### config.mk
export PLATFORM = sky130hd
export DESIGN_NAME = uart_cmd_wrapper
export DESIGN_NICKNAME = d
export VERILOG_FILES = /design/src/rtl/knight_uart_pkg.sv /design/src/rtl/uart_byte_tx.sv /design/src/rtl/uart_cmd_wrapper.sv
export SDC_FILE = /design/constraint.sdc
export NUM_CORES = 1
export LEC_CHECK = 0
export CAP_MARGIN = 20
export CORE_MARGIN = 2
export CORE_UTILIZATION = 30
export DETAILED_ROUTE_END_ITERATION = 10
export PLACE_DENSITY = 0.47
export SLEW_MARGIN = 5
export SYNTH_ARGS = -nofsm -noshare
export SYNTH_HDL_FRONTEND = slang
export SYNTH_SLANG_ARGS = --single-unit
### constraint.sdc
create_clock -name clk -period 2.8 [get_ports clk]
set_input_delay 0.56 -clock clk [delete_from_list [all_inputs] [get_ports clk]]
set_output_delay 0.56 -clock clk [all_outputs]
set_load 0.01 [all_outputs]
### src/rtl/knight_uart_pkg.sv
// Shared types and constants for the RemoteComm UART command endpoint.
package knight_uart_pkg;

    localparam int unsigned BAUD_CYCLES_DEFAULT    = 434;
    localparam int unsigned TIMEOUT_CYCLES_DEFAULT = 2000000;

    localparam logic [7:0] RESP_DONE = 8'hA5;
    localparam logic [7:0] RESP_ACK  = 8'h5A;

    typedef enum logic {WAIT_HIGH, WAIT_LOW} asm_state_t;
    typedef enum logic {IDLE, SEND} tx_state_t;
    typedef enum logic {RX_IDLE, RX_BUSY} rx_state_t;

    // Counter width able to hold the values 0 .. n-1.
    function automatic int unsigned cnt_width(input int unsigned n);
        return (n < 2) ? 1 : $clog2(n);
    endfunction

endpackage

### src/rtl/uart_byte_tx.sv
// 8N1 byte serialiser: start bit, 8 data bits LSB-first, stop bit; tx_done level when finished.
module uart_byte_tx
    import knight_uart_pkg::*;
#(
    parameter int unsigned BAUD_CYCLES = BAUD_CYCLES_DEFAULT
) (
    input  logic       i_clk,
    input  logic       i_rst_n,
    input  logic       i_trmt,
    input  logic [7:0] i_data,
    output logic       o_tx,
    output logic       o_tx_done
);

    localparam int unsigned      BW        = cnt_width(BAUD_CYCLES);
    localparam logic [BW-1:0]    BAUD_LAST = BW'(BAUD_CYCLES - 1);

    tx_state_t      r_state;
    logic [8:0]     r_shift;
    logic [BW-1:0]  r_baud;
    logic [3:0]     r_bit;
    logic           r_tx;
    logic           r_done;

    always_ff @(posedge i_clk or negedge i_rst_n) begin
        if (!i_rst_n) begin
            r_state <= IDLE;
            r_shift <= '1;
            r_baud  <= '0;
            r_bit   <= '0;
            r_tx    <= 1'b1;
            r_done  <= 1'b0;
        end else begin
            unique case (r_state)
                IDLE: begin
                    if (i_trmt) begin
                        // Start bit goes out immediately; shifter holds data plus stop.
                        r_shift <= {1'b1, i_data};
                        r_tx    <= 1'b0;
                        r_done  <= 1'b0;
                        r_baud  <= '0;
                        r_bit   <= '0;
                        r_state <= SEND;
                    end
                end
                SEND: begin
                    if (r_baud == BAUD_LAST) begin
                        r_baud <= '0;
                        if (r_bit == 4'd9) begin
                            r_tx    <= 1'b1;
                            r_done  <= 1'b1;
                            r_state <= IDLE;
                        end else begin
                            r_tx    <= r_shift[0];
                            r_shift <= {1'b1, r_shift[8:1]};
                            r_bit   <= r_bit + 4'd1;
                        end
                    end else begin
                        r_baud <= r_baud + 1'b1;
                    end
                end
                default: r_state <= IDLE;
            endcase
        end
    end

    assign o_tx      = r_tx;
    assign o_tx_done = r_done;

endmodule

### src/rtl/uart_cmd_wrapper.sv
// RemoteComm UART endpoint: assembles two received bytes into a 16-bit cmd, sends response bytes.
// Optional WAIT_LOW timeout is enabled by defining UART_CMD_TIMEOUT_EN.
module uart_cmd_wrapper
    import knight_uart_pkg::*;
#(
    parameter int unsigned BAUD_CYCLES = BAUD_CYCLES_DEFAULT
`ifdef UART_CMD_TIMEOUT_EN
    ,
    parameter int unsigned TIMEOUT_CYCLES = TIMEOUT_CYCLES_DEFAULT
`endif
) (
    input  logic        clk,
    input  logic        rst_n,
    input  logic        RX,
    output logic        TX,
    output logic [15:0] cmd,
    output logic        cmd_rdy,
    input  logic        clr_cmd_rdy,
    input  logic [7:0]  resp,
    input  logic        trmt,
    output logic        tx_done
);

    localparam int unsigned   BW        = cnt_width(BAUD_CYCLES);
    localparam logic [BW-1:0] BAUD_LAST = BW'(BAUD_CYCLES - 1);
    localparam logic [BW-1:0] BAUD_HALF = BW'(BAUD_CYCLES / 2);

    logic           r_rx_meta;
    logic           r_rx_sync;
    logic           r_rx_prev;
    rx_state_t      r_rx_state;
    logic [BW-1:0]  r_rx_baud;
    logic [3:0]     r_rx_bit;
    logic [7:0]     r_rx_shift;
    logic           r_rx_rdy;
    logic           r_frame_err;
    logic           w_rx_fall;

    asm_state_t     r_asm_state;
    logic [15:0]    r_cmd;
    logic           r_cmd_rdy;

    assign w_rx_fall = r_rx_prev & ~r_rx_sync;

    always_ff @(posedge clk or negedge rst_n) begin
        if (!rst_n) begin
            r_rx_meta   <= 1'b1;
            r_rx_sync   <= 1'b1;
            r_rx_prev   <= 1'b1;
            r_rx_state  <= RX_IDLE;
            r_rx_baud   <= '0;
            r_rx_bit    <= '0;
            r_rx_shift  <= '0;
            r_rx_rdy    <= 1'b0;
            r_frame_err <= 1'b0;
        end else begin
            r_rx_meta   <= RX;
            r_rx_sync   <= r_rx_meta;
            r_rx_prev   <= r_rx_sync;
            r_rx_rdy    <= 1'b0;
            r_frame_err <= 1'b0;
            unique case (r_rx_state)
                RX_IDLE: begin
                    if (w_rx_fall) begin
                        r_rx_baud  <= BAUD_HALF;
                        r_rx_bit   <= '0;
                        r_rx_state <= RX_BUSY;
                    end
                end
                RX_BUSY: begin
                    if (r_rx_baud != '0) begin
                        r_rx_baud <= r_rx_baud - 1'b1;
                    end else begin
                        r_rx_baud <= BAUD_LAST;
                        r_rx_bit  <= r_rx_bit + 4'd1;
                        if (r_rx_bit == 4'd0) begin
                            if (r_rx_sync) r_rx_state <= RX_IDLE;
                        end else if (r_rx_bit == 4'd9) begin
                            r_rx_state <= RX_IDLE;
                            if (r_rx_sync) r_rx_rdy    <= 1'b1;
                            else           r_frame_err <= 1'b1;
                        end else begin
                            r_rx_shift <= {r_rx_sync, r_rx_shift[7:1]};
                        end
                    end
                end
                default: r_rx_state <= RX_IDLE;
            endcase
        end
    end

`ifdef UART_CMD_TIMEOUT_EN
    localparam int unsigned   TW      = cnt_width(TIMEOUT_CYCLES);
    localparam logic [TW-1:0] TO_LAST = TW'(TIMEOUT_CYCLES - 1);
    logic [TW-1:0]            r_to_cnt;

    always_ff @(posedge clk or negedge rst_n) begin
        if (!rst_n) begin
            r_to_cnt <= '0;
        end else if (r_rx_rdy || (r_asm_state != WAIT_LOW) || (r_to_cnt == TO_LAST)) begin
            r_to_cnt <= '0;
        end else begin
            r_to_cnt <= r_to_cnt + 1'b1;
        end
    end
`endif

    always_ff @(posedge clk or negedge rst_n) begin
        if (!rst_n) begin
            r_asm_state <= WAIT_HIGH;
            r_cmd       <= '0;
            r_cmd_rdy   <= 1'b0;
        end else begin
            // Clear first so a same-cycle low-byte completion below wins.
            if (clr_cmd_rdy) r_cmd_rdy <= 1'b0;
            if (r_frame_err) begin
                r_asm_state <= WAIT_HIGH;
            end else if (r_rx_rdy) begin
                unique case (r_asm_state)
                    WAIT_HIGH: begin
                        r_cmd[15:8] <= r_rx_shift;
                        r_cmd_rdy   <= 1'b0;
                        r_asm_state <= WAIT_LOW;
                    end
                    WAIT_LOW: begin
                        r_cmd[7:0]  <= r_rx_shift;
                        r_cmd_rdy   <= 1'b1;
                        r_asm_state <= WAIT_HIGH;
                    end
                    default: r_asm_state <= WAIT_HIGH;
                endcase
`ifdef UART_CMD_TIMEOUT_EN
            end else if ((r_asm_state == WAIT_LOW) && (r_to_cnt == TO_LAST)) begin
                r_asm_state <= WAIT_HIGH;
`endif
            end
        end
    end

    uart_byte_tx #(
        .BAUD_CYCLES(BAUD_CYCLES)
    ) u_tx (
        .i_clk    (clk),
        .i_rst_n  (rst_n),
        .i_trmt   (trmt),
        .i_data   (resp),
        .o_tx     (TX),
        .o_tx_done(tx_done)
    );

    assign cmd     = r_cmd;
    assign cmd_rdy = r_cmd_rdy;

endmodule
==> results.md <==
- Die Area: 0.0117 mm²
- Via count: ~2300
- Slew margin rel.: 48.2%
- Via density: roughly 4.8
- Leak: 0.00174 µW
- Initial Util: between 30% and 40%
- Yosys warnings: 0
- Fin. max-slew vios: 0
- Post-CTS resize count: 0
- Syn nets: about 310
- Port Buffer Count: 31
- CP Max Fanout: 8
- Final worst path period share: 73.4%
- Cell area after synthesis: 0.00327 mm²
- Drt total wl: 6220 µm
- Total Power: 2250 µW
- Minimum clock period: slightly above 2 ns
- Cells after Synth: ~290
- Initial antenna violation count: 0
- Cell variety after synth: 51
- Final hold slack: roughly 0.23 ns
- First-pass GRT wire length: 10700 µm
- Status: finished clean
- Endpoints failing setup: 0
- Core ar.: 0.0107 mm²
- Top post-synthesis cells by area: dfrtp_1 (44%), dfstp_2 (9.7%), mux2_2 (8.3%)
- Clk sinks: 69
- Initial DRC count: 135
- Clk root buf: clkbuf_8
- Max cap viols: 0
- Largest net degree at the start of global routing: 70
- FMAX: about 490 MHz
- Post-synth top flop: dfrtp_1
- FP Rows: 38
- CTS H-tree lvls: 3
- Non-Filler Instances: about 470
- Routability cong.: 0.754
- Layout cell share with drive strength beyond 1: between 10% and 20%
- TritonCTS clock tree: yes
- Post-CTS Setup Inserts: 0
- VDD IR-drop max: roughly 0.00025 V
- Asr flop ratio synth: 100%
- RSZ-0062 raised after global routing: no
- Clock buffer count from CTS: 9
- Nets: 349
- Fin. Hold Viols: 0
- GRT Util Overall: 11.7%
- Routed WL per cell: 13.1 µm
- Die height: 108 µm
- Clock latency on the worst-skew pair: between 0.3 and 0.4 ns
- Worst R2R Path Depth: 4
- Final TNS setup: 0 ns
- Post-route ant nets: 0
- Setup crit end kind: flop
- Hold Crit Class: input pin to async pin
- Clock buffer depth: 2
- N_diodes: 0
- Placed instance count: roughly 460
- Worst reg2reg startpoint: u_tx.r_baud[3]
- HPWL after DPL: 4190 µm
- Crit path DAT: 2.29 ns
- Sequential area share after synthesis: 53.3%
- Mean Syn Cell Area: 11.2 µm²
- Gr ovfl total: 0
- PD cells: between 500 and 600 mW/mm²
- CTS clk-pin slew, worst paths: 0.08 ns
- CP Launch Point: u_tx.r_baud[3]
- Startpoint Class: flop
- WP data required: between 3 and 4 ns
- Hold buffer count at cts: 0
- Drt first pass iters: 4
- Syn-to-layout area delta: 20.7%
- Die Wd: ~110 µm
- Vias in the first global route: 2182
- Worst Setup Path Type: flop to flop
- Slew @ Worst Pin: 0.775 ns
- #FFs+latches synth: 69
- I/O pins: 32
- Number of synthesized flops with an enable pin: 0
- Area share of the largest cell type after synthesis: around 44%
- Setup Skew: approximately 0.012 ns
- DR DRC count: 0
- Cell taking the most area after synthesis: dfrtp_1
-- through the flow --
step                      area, µm²  utilization (%)  worst slack [ns]
after floorplan                3270                -             0.864
after global placement         3750             34.9             0.609
after detailed placement       3750             34.9             0.590
after CTS                      3940             36.7             0.741
after global routing           3940             36.7             0.603
final                          3940             36.7             0.745
-- cells by family after synthesis --
kind of cell,count (synthesis),share of synthesized area [%]
buffers and inverters,20,2.57
muxes,34,11.3
AOI/OAI and AO/OA,69,13.9
DFF,69,53.3
and+or+nand+nor,86,14.5
xor gates and xnor gates,5,1.34
adders and majority gates,8,3.06
-- cells in the final DEF, fill, tap and decap left out, drive strengths merged, types with 8 or more instances in the layout --
cell type and count:
a211oi 8, mux2i 10, dfrtp 57, nor2 10, a21oi 13, mux2 24
clkbuf 9, o21ai 17, nand2 21, ha 8, dfstp 12, nor3 9
inv 11, clkdlybuf4s50 30, nand3 9
-- sequential cells by signal (all words and copies together), names as in the netlist --
name            flops
u_tx.r_state        1
r_rx_meta           1
cmd                16
u_tx.o_tx           1
r_rx_sync           1
u_tx.r_bit          4
r_asm_state         1
cmd_rdy             1
r_rx_state          1
r_rx_shift          8
r_rx_baud           9
r_rx_bit            4
u_tx.r_shift        8
r_rx_rdy            1
u_tx.r_baud         9
u_tx.o_tx_done      1
r_frame_err         1
r_rx_prev           1
-- critical path, cell delays in order, from the launching register on --
cell     delay [ns]
dfrtp_1        0.44
or4b_1         0.64
o21ai_1        0.50
o22ai_1        0.17
a21o_1         0.20
-- cells in the mapped netlist (2+ instances only) --
cell type	number
nor2b_1	5
and2_1	7
o21ai_0	15
a21o_1	6
dfrtp_1	57
o211ai_1	3
a21oi_1	13
clkinv_1	2
xnor2_1	3
o22ai_1	4
a211oi_1	8
nand3_1	9
and3_1	5
xor2_1	2
or2_2	2
nor2_1	10
nor4_1	4
nor3_1	9
nand4_1	2
o31ai_1	3
o21a_1	3
nand2_1	21
mux2_2	24
clkbuf_1	7
o21ai_1	2
inv_1	9
a31oi_1	4
nor3b_1	2
mux2i_1	10
ha_1	8
dfstp_2	12
-- path summary, 6_finish.rpt --
| check | end | slack (ns) |
|---|---|---|
| min | r_rx_shift[4] | 0.23 |
| max | u_tx.r_baud[2] | 0.75 |
| min reg2reg | r_rx_sync | 0.36 |
| min in group clk | r_rx_sync | 0.36 |
| max in group asynchronous | u_tx.r_shift[5] | 2.23 |
| max reg2reg | u_tx.r_baud[2] | 0.75 |
-- metal layers --
metal / up-vias / global-route usage [%] / routed length [µm]
met5: - / 0 / 0
met4: 0 / 5.77 / 127
met3: 11 / 2.23 / 199
met2: 35 / 17.2 / 2720
met1: 1074 / 16.4 / 3160
li1: 1139 / - / -
-- cell type report --
cell class | count | area (µm²)
clock inverter | 7 | 72.6
clock buffer | 9 | 124
fill | 1084 | 6800
multi-input combinational | 202 | 1440
tap | 140 | 175
timing repair buffer | 35 | 348
sequential | 69 | 1740
inverter | 11 | 41.3
-- power by group --
group	switching (µW)	total (µW)	internal, µW
registers	89.4	1170	1080
clock network	397	812	414
logic	131	271	140
total	618	2250	1630
No activity file was read; power rests on OpenSTA's default activity.
